## src/rtl/decode_pkg.sv

```systemverilog
// Shared encodings for the RV32IM decode stage: opcodes, ALU op codes,
// operand-mux selects, dispatch classes and the per-lane control bundle.
package decode_pkg;

  localparam logic [6:0] OP_RTYPE  = 7'b0110011;
  localparam logic [6:0] OP_ITYPE  = 7'b0010011;
  localparam logic [6:0] OP_LUI    = 7'b0110111;
  localparam logic [6:0] OP_AUIPC  = 7'b0010111;
  localparam logic [6:0] OP_LOAD   = 7'b0000011;
  localparam logic [6:0] OP_STORE  = 7'b0100011;
  localparam logic [6:0] OP_BRANCH = 7'b1100011;

  localparam logic [4:0] ALUOP_ADD    = 5'b00000;
  localparam logic [4:0] ALUOP_SUB    = 5'b00001;
  localparam logic [4:0] ALUOP_SLL    = 5'b00010;
  localparam logic [4:0] ALUOP_XOR    = 5'b00011;
  localparam logic [4:0] ALUOP_SRA    = 5'b00100;
  localparam logic [4:0] ALUOP_SRL    = 5'b00101;
  localparam logic [4:0] ALUOP_OR     = 5'b00110;
  localparam logic [4:0] ALUOP_AND    = 5'b00111;
  localparam logic [4:0] ALUOP_SLT    = 5'b01000;
  localparam logic [4:0] ALUOP_SLTU   = 5'b01001;
  localparam logic [4:0] ALUOP_MULHU  = 5'b10000;
  localparam logic [4:0] ALUOP_MULHSU = 5'b10001;
  localparam logic [4:0] ALUOP_MULH   = 5'b10010;
  localparam logic [4:0] ALUOP_MUL    = 5'b10110;
  localparam logic [4:0] ALUOP_DIV    = 5'b11000;
  localparam logic [4:0] ALUOP_DIVU   = 5'b11010;
  localparam logic [4:0] ALUOP_REM    = 5'b11100;
  localparam logic [4:0] ALUOP_REMU   = 5'b11110;

  localparam logic [1:0] AIN1_RS1   = 2'b00;
  localparam logic [1:0] AIN1_PC    = 2'b01;
  localparam logic [1:0] AIN1_ZERO  = 2'b10;
  localparam logic [1:0] AIN2_RS2   = 2'b00;
  localparam logic [1:0] AIN2_SHAMT = 2'b01;
  localparam logic [1:0] AIN2_IMM12 = 2'b10;
  localparam logic [1:0] AIN2_IMM20 = 2'b11;

  localparam logic [1:0] DISP_NONE    = 2'b00;
  localparam logic [1:0] DISP_COMPLEX = 2'b01;
  localparam logic [1:0] DISP_FP      = 2'b10;
  localparam logic [1:0] DISP_ANY     = 2'b11;

  typedef struct packed {
    logic [4:0] aluop;
    logic [1:0] ain1;
    logic [1:0] ain2;
    logic [1:0] disp;
    logic       map_en;
    logic       regwrite;
    logic       memread;
    logic       memwrite;
    logic       memtoreg;
    logic       branch;
    logic       illegal;
  } lane_ctrl_t;

  typedef enum logic [1:0] {ST_EMPTY, ST_ONE, ST_TWO} skid_state_t;

  function automatic logic [4:0] base_aluop(input logic [2:0] f3);
    case (f3)
      3'd0:    return ALUOP_ADD;
      3'd1:    return ALUOP_SLL;
      3'd2:    return ALUOP_SLT;
      3'd3:    return ALUOP_SLTU;
      3'd4:    return ALUOP_XOR;
      3'd5:    return ALUOP_SRL;
      3'd6:    return ALUOP_OR;
      default: return ALUOP_AND;
    endcase
  endfunction

  function automatic logic [4:0] mul_aluop(input logic [2:0] f3);
    case (f3)
      3'd0:    return ALUOP_MUL;
      3'd1:    return ALUOP_MULH;
      3'd2:    return ALUOP_MULHSU;
      3'd3:    return ALUOP_MULHU;
      3'd4:    return ALUOP_DIV;
      3'd5:    return ALUOP_DIVU;
      3'd6:    return ALUOP_REM;
      default: return ALUOP_REMU;
    endcase
  endfunction

endpackage

```

## src/rtl/decode_group_if.sv

```systemverilog
// Fetch-side and rename-side handshake bundle of the decode stage.
interface decode_group_if #(
  parameter int LANES = 2,
  parameter int XLEN  = 32
);
  logic                  flush;
  logic                  in_valid;
  logic                  in_ready;
  logic [LANES-1:0]      in_lane_valid;
  logic [32*LANES-1:0]   in_inst;
  logic [XLEN*LANES-1:0] in_pc;
  logic                  out_valid;
  logic                  out_ready;
  logic [LANES-1:0]      out_lane_valid;
  logic [XLEN*LANES-1:0] out_pc;
  logic [5*LANES-1:0]    out_aluop;
  logic [2*LANES-1:0]    out_aluin1_mux;
  logic [2*LANES-1:0]    out_aluin2_mux;
  logic [2*LANES-1:0]    out_dispatch;
  logic [LANES-1:0]      out_map_en;
  logic [LANES-1:0]      out_regwrite;
  logic [LANES-1:0]      out_memread;
  logic [LANES-1:0]      out_memwrite;
  logic [LANES-1:0]      out_memtoreg;
  logic [LANES-1:0]      out_branch;
  logic [LANES-1:0]      out_illegal;

  modport master (
    output flush, in_valid, in_lane_valid, in_inst, in_pc, out_ready,
    input  in_ready, out_valid, out_lane_valid, out_pc, out_aluop, out_aluin1_mux,
           out_aluin2_mux, out_dispatch, out_map_en, out_regwrite, out_memread,
           out_memwrite, out_memtoreg, out_branch, out_illegal
  );

  modport slave (
    input  flush, in_valid, in_lane_valid, in_inst, in_pc, out_ready,
    output in_ready, out_valid, out_lane_valid, out_pc, out_aluop, out_aluin1_mux,
           out_aluin2_mux, out_dispatch, out_map_en, out_regwrite, out_memread,
           out_memwrite, out_memtoreg, out_branch, out_illegal
  );
endinterface

```

## src/rtl/decode_lane.sv

```systemverilog
// Combinational single-instruction RV32IM decoder producing one lane's controls.
module decode_lane
  import decode_pkg::*;
(
  input  logic        lane_valid,
  input  logic [31:0] inst,
  output lane_ctrl_t  ctrl
);
  logic [6:0] opcode;
  logic [2:0] f3;
  logic [6:0] f7;
  logic       legal;
  logic       unused_fields;

  assign opcode = inst[6:0];
  assign f3     = inst[14:12];
  assign f7     = inst[31:25];
  // Register indices and immediates are consumed downstream, not here.
  assign unused_fields = ^{inst[24:15], inst[11:7]};

  always_comb begin
    ctrl  = '0;
    legal = 1'b0;
    case (opcode)
      OP_RTYPE: begin
        ctrl.ain1     = AIN1_RS1;
        ctrl.ain2     = AIN2_RS2;
        ctrl.regwrite = 1'b1;
        ctrl.map_en   = 1'b1;
        ctrl.disp     = DISP_ANY;
        if (f7 == 7'b0000000) begin
          legal      = 1'b1;
          ctrl.aluop = base_aluop(f3);
        end else if (f7 == 7'b0100000 && f3 == 3'b000) begin
          legal      = 1'b1;
          ctrl.aluop = ALUOP_SUB;
        end else if (f7 == 7'b0100000 && f3 == 3'b101) begin
          legal      = 1'b1;
          ctrl.aluop = ALUOP_SRA;
        end else if (f7 == 7'b0000001) begin
          legal      = 1'b1;
          ctrl.aluop = mul_aluop(f3);
          ctrl.disp  = DISP_COMPLEX;
        end
      end
      OP_ITYPE: begin
        ctrl.ain2     = AIN2_IMM12;
        ctrl.regwrite = 1'b1;
        ctrl.map_en   = 1'b1;
        ctrl.disp     = DISP_ANY;
        ctrl.aluop    = base_aluop(f3);
        legal         = 1'b1;
        // Shift-immediates carry the shift kind in funct7, so it must be exact.
        if (f3 == 3'b001) begin
          ctrl.ain2 = AIN2_SHAMT;
          legal     = (f7 == 7'b0000000);
        end else if (f3 == 3'b101) begin
          ctrl.ain2 = AIN2_SHAMT;
          if (f7 == 7'b0100000) begin
            ctrl.aluop = ALUOP_SRA;
          end else begin
            legal = (f7 == 7'b0000000);
          end
        end
      end
      OP_LUI, OP_AUIPC: begin
        legal         = 1'b1;
        ctrl.aluop    = ALUOP_ADD;
        ctrl.ain1     = (opcode == OP_LUI) ? AIN1_ZERO : AIN1_PC;
        ctrl.ain2     = AIN2_IMM20;
        ctrl.regwrite = 1'b1;
        ctrl.map_en   = 1'b1;
        ctrl.disp     = DISP_ANY;
      end
      OP_LOAD: begin
        legal         = (f3 != 3'b011) && (f3 != 3'b110) && (f3 != 3'b111);
        ctrl.aluop    = ALUOP_ADD;
        ctrl.ain2     = AIN2_IMM12;
        ctrl.memread  = 1'b1;
        ctrl.memtoreg = 1'b1;
        ctrl.regwrite = 1'b1;
        ctrl.map_en   = 1'b1;
        ctrl.disp     = DISP_COMPLEX;
      end
      OP_STORE: begin
        legal         = (f3 <= 3'b010);
        ctrl.aluop    = ALUOP_ADD;
        ctrl.ain2     = AIN2_IMM12;
        ctrl.memwrite = 1'b1;
        ctrl.disp     = DISP_COMPLEX;
      end
      OP_BRANCH: begin
        legal       = (f3 != 3'b010) && (f3 != 3'b011);
        ctrl.aluop  = ALUOP_SUB;
        ctrl.ain2   = AIN2_RS2;
        ctrl.branch = 1'b1;
        ctrl.disp   = DISP_ANY;
      end
      default: legal = 1'b0;
    endcase

    if (!legal) begin
      ctrl         = '0;
      ctrl.illegal = 1'b1;
    end
    if (!lane_valid) begin
      ctrl = '0;
    end
  end
endmodule

```

## src/rtl/decode_group.sv

```systemverilog
// Registered N-lane decode stage with a 2-entry skid buffer toward rename.
module decode_group
  import decode_pkg::*;
#(
  parameter int LANES = 2,
  parameter int XLEN  = 32
) (
  input logic           clk,
  input logic           rst,
  decode_group_if.slave bus
);
  lane_ctrl_t [LANES-1:0] dec_ctrl;
  lane_ctrl_t [LANES-1:0] main_ctrl_reg, skid_ctrl_reg;
  logic [LANES-1:0]       main_lv_reg, skid_lv_reg;
  logic [XLEN*LANES-1:0]  main_pc_reg, skid_pc_reg;

  skid_state_t state_reg, state_next;
  logic        in_ready_reg, out_valid_reg;
  logic        accept, drain;
  logic        load_main, load_skid, skid_to_main;

  generate
    for (genvar gi = 0; gi < LANES; gi++) begin : g_lane
      decode_lane u_lane (
        .lane_valid (bus.in_lane_valid[gi]),
        .inst       (bus.in_inst[32*gi +: 32]),
        .ctrl       (dec_ctrl[gi])
      );

      assign bus.out_aluop[5*gi +: 5]      = main_ctrl_reg[gi].aluop;
      assign bus.out_aluin1_mux[2*gi +: 2] = main_ctrl_reg[gi].ain1;
      assign bus.out_aluin2_mux[2*gi +: 2] = main_ctrl_reg[gi].ain2;
      assign bus.out_dispatch[2*gi +: 2]   = main_ctrl_reg[gi].disp;
      assign bus.out_map_en[gi]            = main_ctrl_reg[gi].map_en;
      assign bus.out_regwrite[gi]          = main_ctrl_reg[gi].regwrite;
      assign bus.out_memread[gi]           = main_ctrl_reg[gi].memread;
      assign bus.out_memwrite[gi]          = main_ctrl_reg[gi].memwrite;
      assign bus.out_memtoreg[gi]          = main_ctrl_reg[gi].memtoreg;
      assign bus.out_branch[gi]            = main_ctrl_reg[gi].branch;
      assign bus.out_illegal[gi]           = main_ctrl_reg[gi].illegal;
    end
  endgenerate

  assign bus.in_ready       = in_ready_reg;
  assign bus.out_valid      = out_valid_reg;
  assign bus.out_lane_valid = main_lv_reg;
  assign bus.out_pc         = main_pc_reg;

  assign accept = bus.in_valid & in_ready_reg;
  assign drain  = out_valid_reg & bus.out_ready;

  always_ff @(posedge clk or posedge rst) begin
    if (rst) begin
      state_reg     <= ST_EMPTY;
      in_ready_reg  <= 1'b1;
      out_valid_reg <= 1'b0;
    end else begin
      state_reg     <= state_next;
      in_ready_reg  <= (state_next != ST_TWO);
      out_valid_reg <= (state_next != ST_EMPTY);
    end
  end

  // Flush wins over accept and drain; the presented group is simply not loaded.
  always_comb begin
    state_next   = state_reg;
    load_main    = 1'b0;
    load_skid    = 1'b0;
    skid_to_main = 1'b0;
    if (bus.flush) begin
      state_next = ST_EMPTY;
    end else begin
      case (state_reg)
        ST_EMPTY: begin
          if (accept) begin
            state_next = ST_ONE;
            load_main  = 1'b1;
          end
        end
        ST_ONE: begin
          if (accept && drain) begin
            load_main = 1'b1;
          end else if (accept) begin
            state_next = ST_TWO;
            load_skid  = 1'b1;
          end else if (drain) begin
            state_next = ST_EMPTY;
          end
        end
        ST_TWO: begin
          if (drain) begin
            state_next   = ST_ONE;
            skid_to_main = 1'b1;
          end
        end
        default: state_next = ST_EMPTY;
      endcase
    end
  end

  always_ff @(posedge clk or posedge rst) begin
    if (rst) begin
      main_ctrl_reg <= '0;
      main_lv_reg   <= '0;
      main_pc_reg   <= '0;
      skid_ctrl_reg <= '0;
      skid_lv_reg   <= '0;
      skid_pc_reg   <= '0;
    end else begin
      if (load_main) begin
        main_ctrl_reg <= dec_ctrl;
        main_lv_reg   <= bus.in_lane_valid;
        main_pc_reg   <= bus.in_pc;
      end else if (skid_to_main) begin
        main_ctrl_reg <= skid_ctrl_reg;
        main_lv_reg   <= skid_lv_reg;
        main_pc_reg   <= skid_pc_reg;
      end
      if (load_skid) begin
        skid_ctrl_reg <= dec_ctrl;
        skid_lv_reg   <= bus.in_lane_valid;
        skid_pc_reg   <= bus.in_pc;
      end
    end
  end
endmodule

```

## src/flat_wrapper.sv

```systemverilog
// flat-port wrapper written by rule: the top's interface ports become plain ports
module decode_group_flat import decode_pkg::*;
#(
  parameter int LANES = 2,
  parameter int XLEN  = 32
)
  (clk, rst, bus_flush, bus_in_valid, bus_in_lane_valid, bus_in_inst, bus_in_pc, bus_out_ready, bus_in_ready, bus_out_valid, bus_out_lane_valid, bus_out_pc, bus_out_aluop, bus_out_aluin1_mux, bus_out_aluin2_mux, bus_out_dispatch, bus_out_map_en, bus_out_regwrite, bus_out_memread, bus_out_memwrite, bus_out_memtoreg, bus_out_branch, bus_out_illegal);
  decode_group_if #(.LANES(LANES), .XLEN(XLEN)) bus_i ();
  input logic clk;
  input logic rst;
  input wire logic [$bits(bus_i.flush)-1:0] bus_flush;
  input wire logic [$bits(bus_i.in_valid)-1:0] bus_in_valid;
  input wire logic [$bits(bus_i.in_lane_valid)-1:0] bus_in_lane_valid;
  input wire logic [$bits(bus_i.in_inst)-1:0] bus_in_inst;
  input wire logic [$bits(bus_i.in_pc)-1:0] bus_in_pc;
  input wire logic [$bits(bus_i.out_ready)-1:0] bus_out_ready;
  output wire logic [$bits(bus_i.in_ready)-1:0] bus_in_ready;
  output wire logic [$bits(bus_i.out_valid)-1:0] bus_out_valid;
  output wire logic [$bits(bus_i.out_lane_valid)-1:0] bus_out_lane_valid;
  output wire logic [$bits(bus_i.out_pc)-1:0] bus_out_pc;
  output wire logic [$bits(bus_i.out_aluop)-1:0] bus_out_aluop;
  output wire logic [$bits(bus_i.out_aluin1_mux)-1:0] bus_out_aluin1_mux;
  output wire logic [$bits(bus_i.out_aluin2_mux)-1:0] bus_out_aluin2_mux;
  output wire logic [$bits(bus_i.out_dispatch)-1:0] bus_out_dispatch;
  output wire logic [$bits(bus_i.out_map_en)-1:0] bus_out_map_en;
  output wire logic [$bits(bus_i.out_regwrite)-1:0] bus_out_regwrite;
  output wire logic [$bits(bus_i.out_memread)-1:0] bus_out_memread;
  output wire logic [$bits(bus_i.out_memwrite)-1:0] bus_out_memwrite;
  output wire logic [$bits(bus_i.out_memtoreg)-1:0] bus_out_memtoreg;
  output wire logic [$bits(bus_i.out_branch)-1:0] bus_out_branch;
  output wire logic [$bits(bus_i.out_illegal)-1:0] bus_out_illegal;
  assign bus_i.flush = bus_flush;
  assign bus_i.in_valid = bus_in_valid;
  assign bus_i.in_lane_valid = bus_in_lane_valid;
  assign bus_i.in_inst = bus_in_inst;
  assign bus_i.in_pc = bus_in_pc;
  assign bus_i.out_ready = bus_out_ready;
  assign bus_in_ready = bus_i.in_ready;
  assign bus_out_valid = bus_i.out_valid;
  assign bus_out_lane_valid = bus_i.out_lane_valid;
  assign bus_out_pc = bus_i.out_pc;
  assign bus_out_aluop = bus_i.out_aluop;
  assign bus_out_aluin1_mux = bus_i.out_aluin1_mux;
  assign bus_out_aluin2_mux = bus_i.out_aluin2_mux;
  assign bus_out_dispatch = bus_i.out_dispatch;
  assign bus_out_map_en = bus_i.out_map_en;
  assign bus_out_regwrite = bus_i.out_regwrite;
  assign bus_out_memread = bus_i.out_memread;
  assign bus_out_memwrite = bus_i.out_memwrite;
  assign bus_out_memtoreg = bus_i.out_memtoreg;
  assign bus_out_branch = bus_i.out_branch;
  assign bus_out_illegal = bus_i.out_illegal;
  decode_group #(.LANES(LANES), .XLEN(XLEN)) u_core (.clk(clk), .rst(rst), .bus(bus_i));
endmodule
```

## config.mk

```make
export PLATFORM = sky130hd
export DESIGN_NAME = decode_group_flat
export DESIGN_NICKNAME = d
export VERILOG_FILES = /design/src/rtl/decode_pkg.sv /design/src/rtl/decode_group_if.sv /design/src/rtl/decode_lane.sv /design/src/rtl/decode_group.sv /design/src/flat_wrapper.sv
export SDC_FILE = /design/constraint.sdc
export NUM_CORES = 1
export LEC_CHECK = 0
export BUFFER_PORTS_ARGS = -buffer_cell sky130_fd_sc_hd__buf_2
export CORE_ASPECT_RATIO = 0.7
export CORE_MARGIN = 2
export CORE_UTILIZATION = 53
export CTS_BUF_LIST = sky130_fd_sc_hd__clkbuf_16
export DETAILED_ROUTE_END_ITERATION = 12
export MAX_ROUTING_LAYER = met4
export PLACE_DENSITY = 0.8
export SYNTH_ARGS = -nofsm -noshare
export SYNTH_HDL_FRONTEND = slang
export SYNTH_SLANG_ARGS = --single-unit
```

## constraint.sdc

```tcl
create_clock -name clk -period 9 [get_ports clk]
set_input_delay 1.8 -clock clk [delete_from_list [all_inputs] [get_ports clk]]
set_output_delay 1.8 -clock clk [all_outputs]
set_load 0.02 [all_outputs]
```

== Word level (Yosys, flattened, before mapping) ==
Index checks and enable logic that the tools add are counted.

* Bitwise logic cells: 2
* Mux-type cells: 89
* Equal/unequal tests: 41
* Reductions and logical operators: 24
* $lt $le $gt $ge: 2

{| class="wikitable"
|+ Operator list
! operator !! number
|-
| 2-to-1 mux 64 bit || 2
|-
| one-hot mux 4 bit (7 select lines) || 4
|-
| 2-to-1 mux 18 bit || 4
|-
| 2-to-1 mux 36 bit || 2
|-
| 2-to-1 mux 5 bit || 14
|-
| equality test 7 x 6 -> 1 bit (second input constant) || 8
|-
| 2-to-1 mux 2 bit || 26
|-
| one-hot mux 4 bit (5 select lines) || 2
|-
| one-hot mux 5 bit (3 select lines) || 2
|-
| 2-to-1 mux 1 bit || 29
|-
| equality test 7 x 5 -> 1 bit (second input constant) || 4
|-
| equality test 3 bit (second input constant) || 6
|-
| equality test 7 x 1 -> 1 bit (second input constant) || 2
|-
| equality test 7 x 2 -> 1 bit (second input constant) || 2
|-
| equality test 7 bit (second input constant) || 2
|-
| zero test 7 bit || 2
|-
| equality test 3 x 2 -> 1 bit (second input constant) || 4
|-
| inequality test 3 x 2 -> 1 bit (second input constant) || 4
|-
| inequality test 3 bit (second input constant) || 4
|-
| one-hot mux 1 bit (6 select lines) || 2
|-
| logical AND 1 bit || 11
|-
| OR reduction 5 bit || 2
|-
| OR reduction 2 bit || 4
|-
| equality test 3 x 1 -> 1 bit (second input constant) || 2
|-
| other kinds (10) || 14
|}

* Input bits: 135
* Logic and storage cells: 209
* Register bits after elaboration: 208

== Depth between registers and ports, before layout ==
Gate-level depths: netlist (run 1).

* Depth after elaboration: 10
* Depth in mapped cells: 7
* Gate-level depth less buffers: 5

== Cells and area by module ==
Synthesis (run 1) repeated with hierarchy kept, for this count alone.

* Cell total of the unflattened synthesis: 1011
* Area, all modules: 10521.3 um^2

{| class="wikitable"
|+ By module, submodules not included
! module !! times used !! cells each !! seq. area each (um^2) !! area each (um^2)
|-
| decode_group || 1 || 825 || 5206.2 || 9357.7
|-
| decode_lane || 2 || 93 || 0.0 || 581.8
|}

== Worst setup path after synthesis (run 1) ==
No wires, ideal clock.

* Path type: input to register
* Start point: in bus_in_inst[26]
* End point: reg u_core.main_ctrl_reg, in the netlist u_core.bus.out_dispatch[1]
* Data required time: 8.917 ns
* Cell stages on the path: 6
* Setup time: 0.083 ns
* Setup slack: 5.711 ns
* Arrival time: 3.206 ns
* Cells stage by stage: or4_1 > o41ai_1 > a22o_2 > o21bai_2 > buf_6 > o22ai_2

* Longest elaborated chain between the ends: 9
* Elaborated cells on any way between the ends: 21
* Classes of those cells: 2 x eq/ne; 16 x mux; 3 x reduce/logical

{| class="wikitable"
|+ Ends and longest elaborated chain
! element !! RTL line !! RTL
|-
| start: declaration || flat_wrapper.sv:14 || <nowiki>input wire logic [$bits(bus_i.in_inst)-1:0] bus_in_inst;</nowiki>
|-
| equality test 7 x 1 -> 1 bit / equality test 7 x 6 -> 1 bit (equally long branches) || -- ||
|-
| 2-to-1 mux 1 bit, or another cell as far along || decode_lane.sv:40 || <nowiki>end else if (f7 == 7'b0000001) begin</nowiki>
|-
| 2-to-1 mux 1 bit / 2-to-1 mux 2 bit (equally long branches) || decode_lane.sv:37 || <nowiki>end else if (f7 == 7'b0100000 && f3 == 3'b101) begin</nowiki>
|-
| 2-to-1 mux 1 bit / 2-to-1 mux 2 bit (equally long branches) || decode_lane.sv:34 || <nowiki>end else if (f7 == 7'b0100000 && f3 == 3'b000) begin</nowiki>
|-
| 2-to-1 mux 1 bit / 2-to-1 mux 2 bit (equally long branches) || decode_lane.sv:31 || <nowiki>if (f7 == 7'b0000000) begin</nowiki>
|-
| one-hot mux 1 bit (6 select lines) / one-hot mux 4 bit (5 select lines) (equally long branches) || decode_lane.sv:24 || <nowiki>case (opcode)</nowiki>
|-
| 2-to-1 mux 18 bit * || decode_lane.sv:102 || <nowiki>if (!legal) begin</nowiki>
|-
| 2-to-1 mux 18 bit * || decode_lane.sv:106 || <nowiki>if (!lane_valid) begin</nowiki>
|-
| 2-to-1 mux 36 bit * || decode_group.sv:110 || <nowiki>if (load_main) begin</nowiki>
|-
| end signal: assignment || decode_group.sv:111 || <nowiki>main_ctrl_reg <= dec_ctrl;</nowiki>
|-
| end signal: assignment || decode_group.sv:115 || <nowiki>main_ctrl_reg <= skid_ctrl_reg;</nowiki>
|-
| end: declaration || decode_group.sv:13 || <nowiki>lane_ctrl_t [LANES-1:0] main_ctrl_reg, skid_ctrl_reg;</nowiki>
|}

Every way passes the cells marked *; elsewhere a longest branch is shown, timed or not.
A chain may end at the register's enable or synchronous reset.

== Final worst setup path (run 1) ==
* Start point: in bus_out_ready
* End point: reg u_core.main_ctrl_reg, in the netlist u_core.bus.out_memtoreg[1]

* Longest elaborated chain between the ends: 6
* Elaborated cells on any way between the ends: 10
* Classes of those cells: 7 x mux; 1 x bitwise; 2 x reduce/logical

{| class="wikitable"
|+ Ends and longest elaborated chain
! element !! RTL line !! RTL
|-
| start: declaration || flat_wrapper.sv:16 || <nowiki>input wire logic [$bits(bus_i.out_ready)-1:0] bus_out_ready;</nowiki>
|-
| bitwise AND 1 bit * || decode_group.sv:50 || <nowiki>assign drain = out_valid_reg & bus.out_ready;</nowiki>
|-
| logical AND 1 bit || decode_group.sv:81 || <nowiki>if (accept && drain) begin</nowiki>
|-
| 2-to-1 mux 1 bit || decode_group.sv:81 ||
|-
| one-hot mux 1 bit (2 select lines) || decode_group.sv:73 || <nowiki>case (state_reg)</nowiki>
|-
| 2-to-1 mux 1 bit || decode_group.sv:70 || <nowiki>if (bus.flush) begin</nowiki>
|-
| 2-to-1 mux 36 bit / nonzero test 2 bit (equally long branches) || -- ||
|}

Marks and branches as above.

==> run metrics, run 1 <==
register clock-pin slew on the reported worst setup and hold paths 70 ps; mean post-synth cell area 9.214 µm²; Rows 39; Detailed Route Iter0 Violations 676; sequential power share 48.1%; Cell Int Power 1.718 mW; placed wire-length estimate 15410 µm; cell-by-cell listing of the critical path buf_2 > a21boi_1 > nor4_2 > buf_4 > nor2_4 > buf_4 > a22oi_1 > o21ai_1; initial cell density of the core 54.80%; number of levels the H-tree was split into 4; DIE HEIGHT 113.3 µm; antenna violations before repair 0; max-cap violation count 0; Final Setup Violations 0; CTS Hold Bufs 0; I/O Pins 239; Worst R2R End u_core.bus.out_memtoreg[1]$_DFFE_PP0P_; total negative slack for setup checks 0 ps; type of the setup path with the least slack in -> reg; vias in the first global route 7374; number of vias per cell after detailed routing 5.618; kind of capture point of the worst setup path flip-flop; cts bufs inserted 17; Post-route DRC 0; delay of the slowest cell on the worst path 740 ps; Bufs on Longest Clock Path 2; CTS Sinks 200; time the final worst path needs with I/O delays and setup 3673 ps; logic gate share of total power 21.0%; Hold Crit Endpoint u_core.bus.out_pc[60]$_DFFE_PP0P_; synthesized area 9039 µm²; NetSw 0.8347 mW; overall die area 18130 µm²; kind of cell adding the most delay to the critical path buffers and inverters; vias after detailed routing 7803; portion of the post-synthesis area used by sequential elements 55.38%; area inside the core boundary 16490 µm²; per-cell routed wire length 16.81 µm; final setup skew 16.57 ps; crit path max fanout 77; total of warnings raised by yosys 0; Data required, critical path 9350 ps; net count after synthesis 1116; startpoint of the lowest-slack hold path u_core.bus.out_pc[60]$_DFFE_PP0P_; fraction of registers with async set or reset after synthesis 100.0%; Die W 160.1 µm; Antenna Violating Nets Remaining 0; highest attainable clock frequency 272.3 MHz; number of enable-type register cells in the synthesized netlist 0; Max Slew Vio Count 0; Slew HR 31.63%; most used flip-flop cell after synthesis dfrtp_1; global-route wire length before repair 38180 µm; cts repair resizes 0; worst reg2reg setup slack 6360 ps; share of post-route cells with drive strength above 1 24.05%; number of buffers added on ports 208; slowest cell on the critical path buf_4; number of buffers inserted by post-CTS setup repair 0; clock network fraction of design power 30.9%; clock latency on the worst-skew pair 440 ps; final clock period utilization by the worst path 40.81%; Post-Place Setup Slack 4832 ps; cells on worst reg2reg path 7; Mapped Cells 981; length of the first detailed-routing pass in iterations 7; leakage power figure 5.510 nW; synthesis-to-layout area growth 19.31%; worst path buffer plus inverter count 3; power density normalized to cell area 236.7 nW/µm²; proportion of total power due to net switching 32.70%; Min-Delay Path Depth 2; most repeated library cell on the critical path buf_4; Arr. time, crit path 4020 ps; Total GRT Usage 27.13%; PnR worst setup slack 5327 ps; CTS root buf clkbuf_16; WL final 23360 µm; number of failing hold endpoints at the final stage 0; launch instance of the worst register-to-register path u_core.bus.out_valid$_DFF_PP0_; kind of path behind the tightest hold check reg -> reg; transition time at the pin with the least slew margin 1026 ps; diode insertion count for antenna repair 0; status finished clean; number of nets in the final layout 1287; overflow left after global routing 0; worst vdd ir 0.1504 mV; maximum number of pins on one net before global-route repair 153; Yosys reg bits 200; unrepaired setup endpoints after global routing no; total power draw 2.553 mW; sort of element at the start of the critical path primary input; hold_ws 469.3 ps; TritonCTS clock tree yes; Cell variety after synth 70; routability cong. 0.9370
## per-layer routing
| metal | vias to the layer above | global-route usage, % | share of wire (%) |
|---|---|---|---|
| met5 | - | - | 0 |
| li1 | 3714 | - | - |
| met1 | 3769 | 39.89 | 47 |
| met2 | 294 | 39.68 | 46 |
| met4 | 0 | 7.508 | 1.3 |
| met3 | 26 | 4.069 | 5.7 |
## cells in the final DEF (no fill, tap or decap), types with 8 or more instances in the layout
cell	n
nand3_1	10
o21ai_2	8
dfrtp_1	199
clkbuf_16	17
nand2b_1	10
buf_4	10
nor2_1	16
o21ai_0	46
nand2_1	380
nor3_1	11
o21ai_1	13
nor2b_1	12
a22oi_1	89
buf_2	208
## worst max path at each step
stage	from	cells past startpoint	end
2_1_floorplan	rst	1	u_core.bus.out_aluin1_mux[0]$_DFFE_PP0P_
3_3_place_gp	bus_out_ready	8	u_core.bus.out_aluop[6]$_DFFE_PP0P_
3_5_place_dp	bus_out_ready	8	u_core.bus.out_memtoreg[1]$_DFFE_PP0P_
4_1_cts	bus_out_ready	8	u_core.bus.out_memtoreg[1]$_DFFE_PP0P_
5_1_grt	bus_out_ready	8	u_core.bus.out_memtoreg[1]$_DFFE_PP0P_
6_report	bus_out_ready	8	u_core.bus.out_memtoreg[1]$_DFFE_PP0P_
## power by group through the flow
stage          clock network, mW  registers [mW]  logic [mW]
2_1_floorplan                  0            1.33       0.241
3_3_place_gp                   0            1.23       0.524
3_5_place_dp                   0            1.24       0.539
4_1_cts                    0.801            1.22       0.542
5_1_grt                    0.840            1.25       0.598
6_report                   0.790            1.23       0.536
## worst min-delay path: stages, from the launching register on
cell and delay (ps):
dfrtp_1 340, nand2_1 50, nand2_1 50
## cells in the mapped netlist (all sizes together) (2+ instances only)
master	n	area share [%]
a21boi	2	0.17
a21oi	6	0.33
a221o	2	0.22
a22oi	89	7.4
a31oi	6	0.42
a32o	2	0.22
and2	8	0.55
and3	3	0.21
and3b	3	0.29
and4bb	2	0.28
buf	35	2.1
clkbuf	31	1.3
dfrtp	199	55
inv	6	0.25
mux2i	6	0.66
nand2	380	16
nand2b	10	0.69
nand3	11	0.61
nand3b	4	0.47
nand4	4	0.28
nor2	17	0.71
nor2b	12	0.83
nor3	14	0.96
nor3b	4	0.39
nor4	3	0.21
nor4bb	3	0.33
o2111ai	2	0.19
o21a	3	0.25
o21ai	67	4.0
o21bai	2	0.25
o22ai	8	0.69
o31ai	6	0.50
o32a	2	0.24
o41ai	4	0.39
or2	2	0.14
or3	2	0.14
or4	3	0.29
or4b	2	0.26
## final cells by class
type | count | area (µm²)
Fill cell | 1390 | 5709
Multi-Input combinational cell | 709 | 3739
Sequential cell | 200 | 5006
Clock inverter | 14 | 186.4
Clock buffer | 17 | 425.4
Inverter | 6 | 30.03
Timing Repair Buffer | 218 | 1116
Tap cell | 225 | 281.5
## cells by family after synthesis
group	Yosys count	share of synthesized area [%]
AO/OA/AOI/OAI	212	16.49
AND/OR/NAND/NOR	489	23.63
flip-flops	200	55.38
multiplexers	7	0.7891
buffers and inverters	72	3.613
XOR/XNOR	1	0.09692
## stage by stage
stage / instance area [µm²] / utilization, % / cells
after floorplan: 9039 / - / 981
after global placement: 10170 / 61.68 / 1358
after detailed placement: 10170 / 61.68 / 1358
after CTS: 10780 / 65.38 / 1389
after global routing: 10780 / 65.38 / 1389
final: 10780 / 65.38 / 1389
(Power assumes the default switching activity.)
==> run 2: changes to the inputs <==
--- a/config.mk
+++ b/config.mk
@@ -5,14 +5,15 @@
 export SDC_FILE = /design/constraint.sdc
 export NUM_CORES = 1
 export LEC_CHECK = 0
+export ABC_AREA = 1
 export BUFFER_PORTS_ARGS = -buffer_cell sky130_fd_sc_hd__buf_2
 export CORE_ASPECT_RATIO = 0.7
 export CORE_MARGIN = 2
-export CORE_UTILIZATION = 53
+export CORE_UTILIZATION = 48
 export CTS_BUF_LIST = sky130_fd_sc_hd__clkbuf_16
 export DETAILED_ROUTE_END_ITERATION = 12
 export MAX_ROUTING_LAYER = met4
-export PLACE_DENSITY = 0.8
+export PLACE_DENSITY = 0.76
 export SYNTH_ARGS = -nofsm -noshare
 export SYNTH_HDL_FRONTEND = slang
 export SYNTH_SLANG_ARGS = --single-unit
==> constraint.sdc (replaced) <==
create_clock -name clk -period 3.2 [get_ports clk]
set_input_delay 0.64 -clock clk [delete_from_list [all_inputs] [get_ports clk]]
set_output_delay 0.64 -clock clk [all_outputs]
set_load 0.02 [all_outputs]
==> run 2 against run 1 <==
Against the previous run: sequential share of layout area decreased by 1.2 points; clock skew increased by 2.5 ps; register-to-register slack got worse by 5200 ps; synthesized cell count increased by 13%; final area increased by 2.6%; critical endpoint is now u_core.bus.out_valid$_DFF_PP0_; highest routed layer unchanged.
==> run metrics, run 2 <==
Rows 42 (+7.7%); area inside the core boundary 18970 µm² (+15%); kind of cell adding the most delay to the critical path buffers and inverters; total negative slack for setup checks 0 ps (unchanged); number of enable-type register cells in the synthesized netlist 0 (unchanged); worst reg2reg setup slack 1130 ps (-5230 ps); max-cap violation count 0 (unchanged); initial cell density of the core 49.12% (-5.7 points); sequential power share 47.3% (-0.8 points); worst vdd ir 0.3534 mV (+130%); worst path buffer plus inverter count 3 (unchanged); crit path max fanout 83 (+7.8%); Detailed Route Iter0 Violations 599 (-11%); Bufs on Longest Clock Path 2 (unchanged); status finished clean; cts repair resizes 0 (unchanged); global-route wire length before repair 37300 µm (-2.3%); CTS Hold Bufs 0 (unchanged); unrepaired setup endpoints after global routing no; Antenna Violating Nets Remaining 0 (unchanged); number of failing hold endpoints at the final stage 0 (unchanged); mean post-synth cell area 8.403 µm² (-8.8%); synthesized area 9319 µm² (+3.1%); cts bufs inserted 17 (unchanged); type of the setup path with the least slack reg -> reg; portion of the post-synthesis area used by sequential elements 53.72% (-1.7 points); Critical path origin u_core.bus.in_ready$_DFF_PP1_; number of buffers added on ports 208 (unchanged); placed wire-length estimate 15020 µm (-2.5%); total of warnings raised by yosys 0 (unchanged); delay of the slowest cell on the worst path 610 ps (-130 ps); Data required, critical path 3570 ps (-5780 ps); met2 routing resource usage after global routing 33.32% (-6.4 points); sort of element at the start of the critical path flip-flop; maximum number of pins on one net before global-route repair 102 (-33%); slowest cell on the critical path buf_4; transition time at the pin with the least slew margin 751.6 ps (-274.0 ps); time the final worst path needs with I/O delays and setup 2069 ps; leading cell type in the layout, fill and taps excluded nand2_1; vias after detailed routing 8045 (+3.1%); final setup skew 19.07 ps (+2.496 ps); busiest metal layer after global routing met1; CTS Sinks 200 (unchanged); Worst R2R End u_core.bus.out_valid$_DFF_PP0_; number of levels the H-tree was split into 4 (unchanged); cell with the most instances after synthesis nand2_1; antenna violations before repair 3 (+3); routing usage on met1 34.44% (-5.4 points); number of nets in the final layout 1421 (+10%); hold_ws 386.0 ps (-83.23 ps); logic gate share of total power 25.8% (+4.8 points); routability cong. 0.8876 (-5.3%); vias in the first global route 7475 (+1.4%); Die W 170.5 µm (+6.5%); top cell type's share of synthesized area 53.44% (-1.7 points); synthesis-to-layout area growth 18.74%; overall die area 20560 µm² (+13%); Post-route DRC 0 (unchanged); length of the first detailed-routing pass in iterations 7 (unchanged); proportion of total power due to net switching 34.30% (+1.6 points); kind of capture point of the worst setup path flip-flop; met3 layer usage reported by global route 4.452% (+0.38 points); Arr. time, crit path 2440 ps (-1580 ps); Yosys reg bits 200 (unchanged); DIE HEIGHT 120.6 µm (+6.5%); WL final 22210 µm (-4.9%); per-cell routed wire length 14.19 µm (-16%); total number of cells along the worst setup path 8 (unchanged); commonest cells after routing, fill and taps aside nand2_1, buf_2, dfrtp_1, inv_1, o21ai_0; I/O Pins 239 (unchanged); fraction of registers with async set or reset after synthesis 100.0% (unchanged); share of post-route cells with drive strength above 1 23.42% (-0.63 points); kind of path behind the tightest hold check in -> async; highest attainable clock frequency 483.3 MHz; launch instance of the worst register-to-register path u_core.bus.in_ready$_DFF_PP1_; final clock period utilization by the worst path 64.66%; Mapped Cells 1109 (+13%); register clock-pin slew on the reported worst setup and hold paths 80 ps (about the same); Cell variety after synth 38 (-46%); CTS root buf clkbuf_16; NetSw 2.572 mW (+210%); largest cells by area after synthesis dfrtp_1, nand2_1, o211ai_1, o21ai_0, inv_1; Max Slew Vio Count 0 (unchanged); Cell Int Power 4.925 mW (+190%); TritonCTS clock tree yes; clock network fraction of design power 26.9% (-4.0 points); clock latency on the worst-skew pair 430 ps (about the same); Slew HR 49.82% (+18 points); top cell types by occurrence after synthesis nand2_1, dfrtp_1, inv_1, o21ai_0, o211ai_1; Final Setup Violations 0 (unchanged); net count after synthesis 1244 (+11%); cell-by-cell listing of the critical path nand2_1 > nor3_1 > inv_1 > nor2_4 > buf_4 > a31oi_1 > inv_1 > or2_2; leakage power figure 5.532 nW (+0.40%); largest area contributor in the synthesized netlist dfrtp_1; cells on worst reg2reg path 8 (+1); overflow left after global routing 0 (unchanged); power density normalized to cell area 677.5 nW/µm² (+190%); most repeated library cell on the critical path inv_1; Total GRT Usage 23.33% (-3.8 points); most used flip-flop cell after synthesis dfrtp_1; number of vias per cell after detailed routing 5.141 (-8.5%); number of buffers inserted by post-CTS setup repair 0 (unchanged)
==> run 2: power by group through the flow <==
stage	clock network (mW)	registers [mW]	logic (mW)
CTS	2.06	3.54	1.96
detailed placement	0	3.58	1.94
floorplan	0	3.92	0.922
finish	2.02	3.54	1.93
global placement	0	3.56	1.89
global route	2.16	3.61	2.19
==> run 2: kinds of logic after synthesis <==
| family | after synthesis | share of synthesized area [%] |
|---|---|---|
| compound gates | 234 | 15.43 |
| mux | 1 | 0.1074 |
| simple gates | 494 | 22.54 |
| buf+inv | 179 | 8.110 |
| xor+xnor | 1 | 0.09400 |
| flops | 200 | 53.72 |
==> run 2: worst max-delay path by stage <==
| stage | slack (ps) | end |
|---|---|---|
| 5_1_grt | 850 | u_core.bus.out_valid$_DFF_PP0_ |
| 6_report | 1130 | u_core.bus.out_valid$_DFF_PP0_ |
| 4_1_cts | 1120 | u_core.bus.out_valid$_DFF_PP0_ |
| 3_5_place_dp | 930 | u_core.bus.out_pc[27]$_DFFE_PP0P_ |
| 2_1_floorplan | -30 | u_core.bus.out_aluin1_mux[0]$_DFFE_PP0P_ |
| 3_3_place_gp | 950 | u_core.bus.out_valid$_DFF_PP0_ |
==> run 2: worst min-delay path: cells and delay by family <==
family | cells | cell delay (ps)
buf+inv | 3 | 620
==> run 2: cell type report <==
class                           instances  area, µm²
Tap cell                              264      330.3
Timing Repair Buffer                  218       1166
Clock buffer                           17      425.4
Sequential cell                       200       5006
Inverter                              119      451.7
Multi-Input combinational cell        730       3557
Antenna cell                            3      7.507
Fill cell                            1705       7905
Clock inverter                         14      121.4
==> run 2: layer usage <==
layer  vias to the layer above  share of wire (%)  routed length [µm]
met3                        21                6.0                1338
met4                         0                1.3                 285
met1                      3801                 49               10900
li1                       3974                  -                   -
met2                       249                 44                9678
met5                         -                  0                   0
==> run 2: per-stage QoR <==
step | worst slack [ps] | instances | power (mW) | area (µm²) | util, %
floorplan | -27.52 | 1109 | 4.845 | 9323 | -
global placement | 950.5 | 1531 | 5.449 | 10510 | 55.41
detailed placement | 927.3 | 1531 | 5.529 | 10510 | 55.41
CTS | 1116 | 1562 | 7.558 | 11060 | 58.29
global route | 852.1 | 1565 | 7.963 | 11070 | 58.33
finish | 1131 | 1565 | 7.497 | 11070 | 58.33
==> run 3: changes to the inputs <==
--- a/config.mk
+++ b/config.mk
@@ -9,11 +9,11 @@
 export BUFFER_PORTS_ARGS = -buffer_cell sky130_fd_sc_hd__buf_2
 export CORE_ASPECT_RATIO = 0.7
 export CORE_MARGIN = 2
-export CORE_UTILIZATION = 48
+export CORE_UTILIZATION = 53
 export CTS_BUF_LIST = sky130_fd_sc_hd__clkbuf_16
 export DETAILED_ROUTE_END_ITERATION = 12
 export MAX_ROUTING_LAYER = met4
-export PLACE_DENSITY = 0.76
+export PLACE_DENSITY = 0.8
 export SYNTH_ARGS = -nofsm -noshare
 export SYNTH_HDL_FRONTEND = slang
 export SYNTH_SLANG_ARGS = --single-unit
==> constraint.sdc (replaced) <==
create_clock -name clk -period 2.1 [get_ports clk]
set_input_delay 0.42 -clock clk [delete_from_list [all_inputs] [get_ports clk]]
set_output_delay 0.42 -clock clk [all_outputs]
set_load 0.02 [all_outputs]
==> run 3 against run 2 <==
Against the previous run: die area fell by 9.2%; count of clock-buffer cells in the layout stayed put; final area is 2.6% higher; global-route usage grew 2.8 points; clock skew down 4.4 ps; sequential power grew 53%; maximum frequency grew 6.7%; via count increased by 0.91%; sequential share of layout area is 1.2 points lower; setup slack got worse by 970 ps; hold slack worse by 180 ps; total power grew 58%; largest power group unchanged.
==> run metrics, run 3 (same netlist as run 2, synthesis figures left out) <==
status finished clean; Post-route DRC 0 (unchanged); Final Setup Violations 0 (unchanged); Total GRT Usage 26.12% (+2.8 points); sort of element at the start of the critical path flip-flop; Arr. time, crit path 2290 ps (-150 ps); Max Slew Vio Count 0 (unchanged); number of nets in the final layout 1440 (+1.3%); commonest cells after routing, fill and taps aside nand2_1, buf_2, dfrtp_1, inv_1, o21ai_0; leading cell type in the layout, fill and taps excluded nand2_1; number of vias per cell after detailed routing 5.234 (+1.8%); unrepaired setup endpoints after global routing no; Detailed Route Iter0 Violations 718 (+20%); Data required, critical path 2450 ps (-1120 ps); DIE HEIGHT 114.9 µm (-4.7%); routability cong. 0.9127 (+2.8%); total power draw 11.84 mW (+58%); Post-Place Setup Slack 106.3 ps (-821.0 ps); vias in the first global route 7618 (+1.9%); time the final worst path needs with I/O delays and setup 1940 ps (-129.2 ps); Rows 40 (-4.8%); share of post-route cells with drive strength above 1 24.51% (+1.1 points); per-cell routed wire length 14.75 µm (+4.0%); register clock-pin slew on the reported worst setup and hold paths 80 ps (about the same); final setup skew 14.62 ps (-4.450 ps); initial cell density of the core 54.29% (+5.2 points); cell count after placement 1516 (-0.98%); kind of capture point of the worst setup path flip-flop; number of levels the H-tree was split into 4 (unchanged); number of buffers inserted by post-CTS setup repair 0 (unchanged); highest attainable clock frequency 515.5 MHz (+6.7%); power density normalized to cell area 1042 nW/µm² (+54%); antenna violations before repair 1 (-2); placed wire-length estimate 15950 µm (+6.1%); Bufs on Longest Clock Path 2 (unchanged); CTS root buf clkbuf_16; global-route wire length before repair 37890 µm (+1.6%); leakage power figure 5.702 nW (+3.1%); number of failing hold endpoints at the final stage 0 (unchanged); vias after detailed routing 8118 (+0.91%); max-cap violation count 0 (unchanged); clock latency on the worst-skew pair 440 ps (about the same); synthesis-to-layout area growth 21.87%; TritonCTS clock tree yes; worst reg2reg setup slack 160 ps (-970 ps); CTS Sinks 200 (unchanged); Antenna Violating Nets Remaining 0 (unchanged); number of buffers added on ports 208 (unchanged); WL final 22880 µm (+3.0%); crit path max fanout 29 (-65%); length of the first detailed-routing pass in iterations 6 (-1); type of the setup path with the least slack reg -> reg; maximum number of pins on one net before global-route repair 67 (-34%); Die W 162.5 µm (-4.7%); area inside the core boundary 17170 µm² (-9.5%); transition time at the pin with the least slew margin 440.8 ps (-310.8 ps); Slew HR 70.58% (+21 points); final clock period utilization by the worst path 92.38% (+28 points); I/O Pins 239 (unchanged); Layout fillers 1378 (-19%); overflow left after global routing 0 (unchanged); multi-input combinational cell area 3557 µm² (unchanged); cts bufs inserted 17 (unchanged); kind of path behind the tightest hold check in -> reg; overall die area 18680 µm² (-9.2%); worst vdd ir 0.6562 mV (+86%); PnR worst setup slack 160.0 ps (-970.8 ps); sequential standard cell area 5006 µm² (unchanged); number of non-filler instances in the completed layout 1551 (-0.89%)
-- run 3: per-stage QoR --
stage	utilization, %	cell area (µm²)	TNS, ps	hold slack [ps]
final	66.16	11360	0	202.8
after global routing	66.14	11350	0	209.9
after CTS	66.09	11340	0	184.4
after detailed placement	62.43	10720	0	428.8
after global placement	62.43	10720	0	426.7
after floorplan	-	9323	-180850	449.4
-- run 3: where the power goes --
| part | internal (mW) | switching, mW | leakage [nW] |
|---|---|---|---|
| Combinational | 1.05 | 1.99 | 2.86 |
| Clock | 1.81 | 1.57 | 0.298 |
| Sequential | 4.95 | 0.454 | 2.54 |
| Total | 7.82 | 4.02 | 5.70 |
-- run 3: area by class of cell --
cell class,instances,share of cell area [%]
antenna,2,0.04407
timing repair buffer,237,12.57
inverter,119,4.010
clock buffer,17,3.746
multi-input combinational,730,31.32
clock inverter,15,1.686
tap,231,2.545
sequential,200,44.08
-- run 3: path summary, 6_finish.rpt --
check	cells past startpoint	to	from
max	7	u_core.bus.out_illegal[0]$_DFFE_PP0P_	u_core.bus.in_ready$_DFF_PP1_
min	3	u_core.skid_pc_reg[53]$_DFFE_PP0P_	bus_in_pc[53]
max reg2reg	7	u_core.bus.out_illegal[0]$_DFFE_PP0P_	u_core.bus.in_ready$_DFF_PP1_
min reg2reg	2	u_core.skid_ctrl_reg[30]$_DFFE_PP0P_	u_core.skid_ctrl_reg[30]$_DFFE_PP0P_
max in group asynchronous	5	u_core.skid_pc_reg[14]$_DFFE_PP0P_	rst
min in group asynchronous	3	u_core.bus.out_pc[25]$_DFFE_PP0P_	rst
-- run 3: timing repair --
action | in CTS | in global routing
hold endpoints to repair | 11 | 0
hold buffers | 1 | 0
gates resized for setup | 0 | 4
setup endpoints to repair | 0 | 65
-- run 3: metal layers --
metal	wire, µm	global-route usage, %	part of all wire (%)	up-vias
met5	0	-	0	-
met2	10260	39.15	45	253
met1	10700	36.79	47	3844
li1	-	-	-	4000
met4	261	6.667	1.1	0
met3	1666	5.339	7.3	21
-- run 3: critical path, stage by stage, from the launching register on --
cell	delay (ps)
dfstp_2	530
nand2_1	100
nor3_1	210
nand2_1	210
inv_2	260
buf_12	220
nand2_1	120
o211ai_2	190
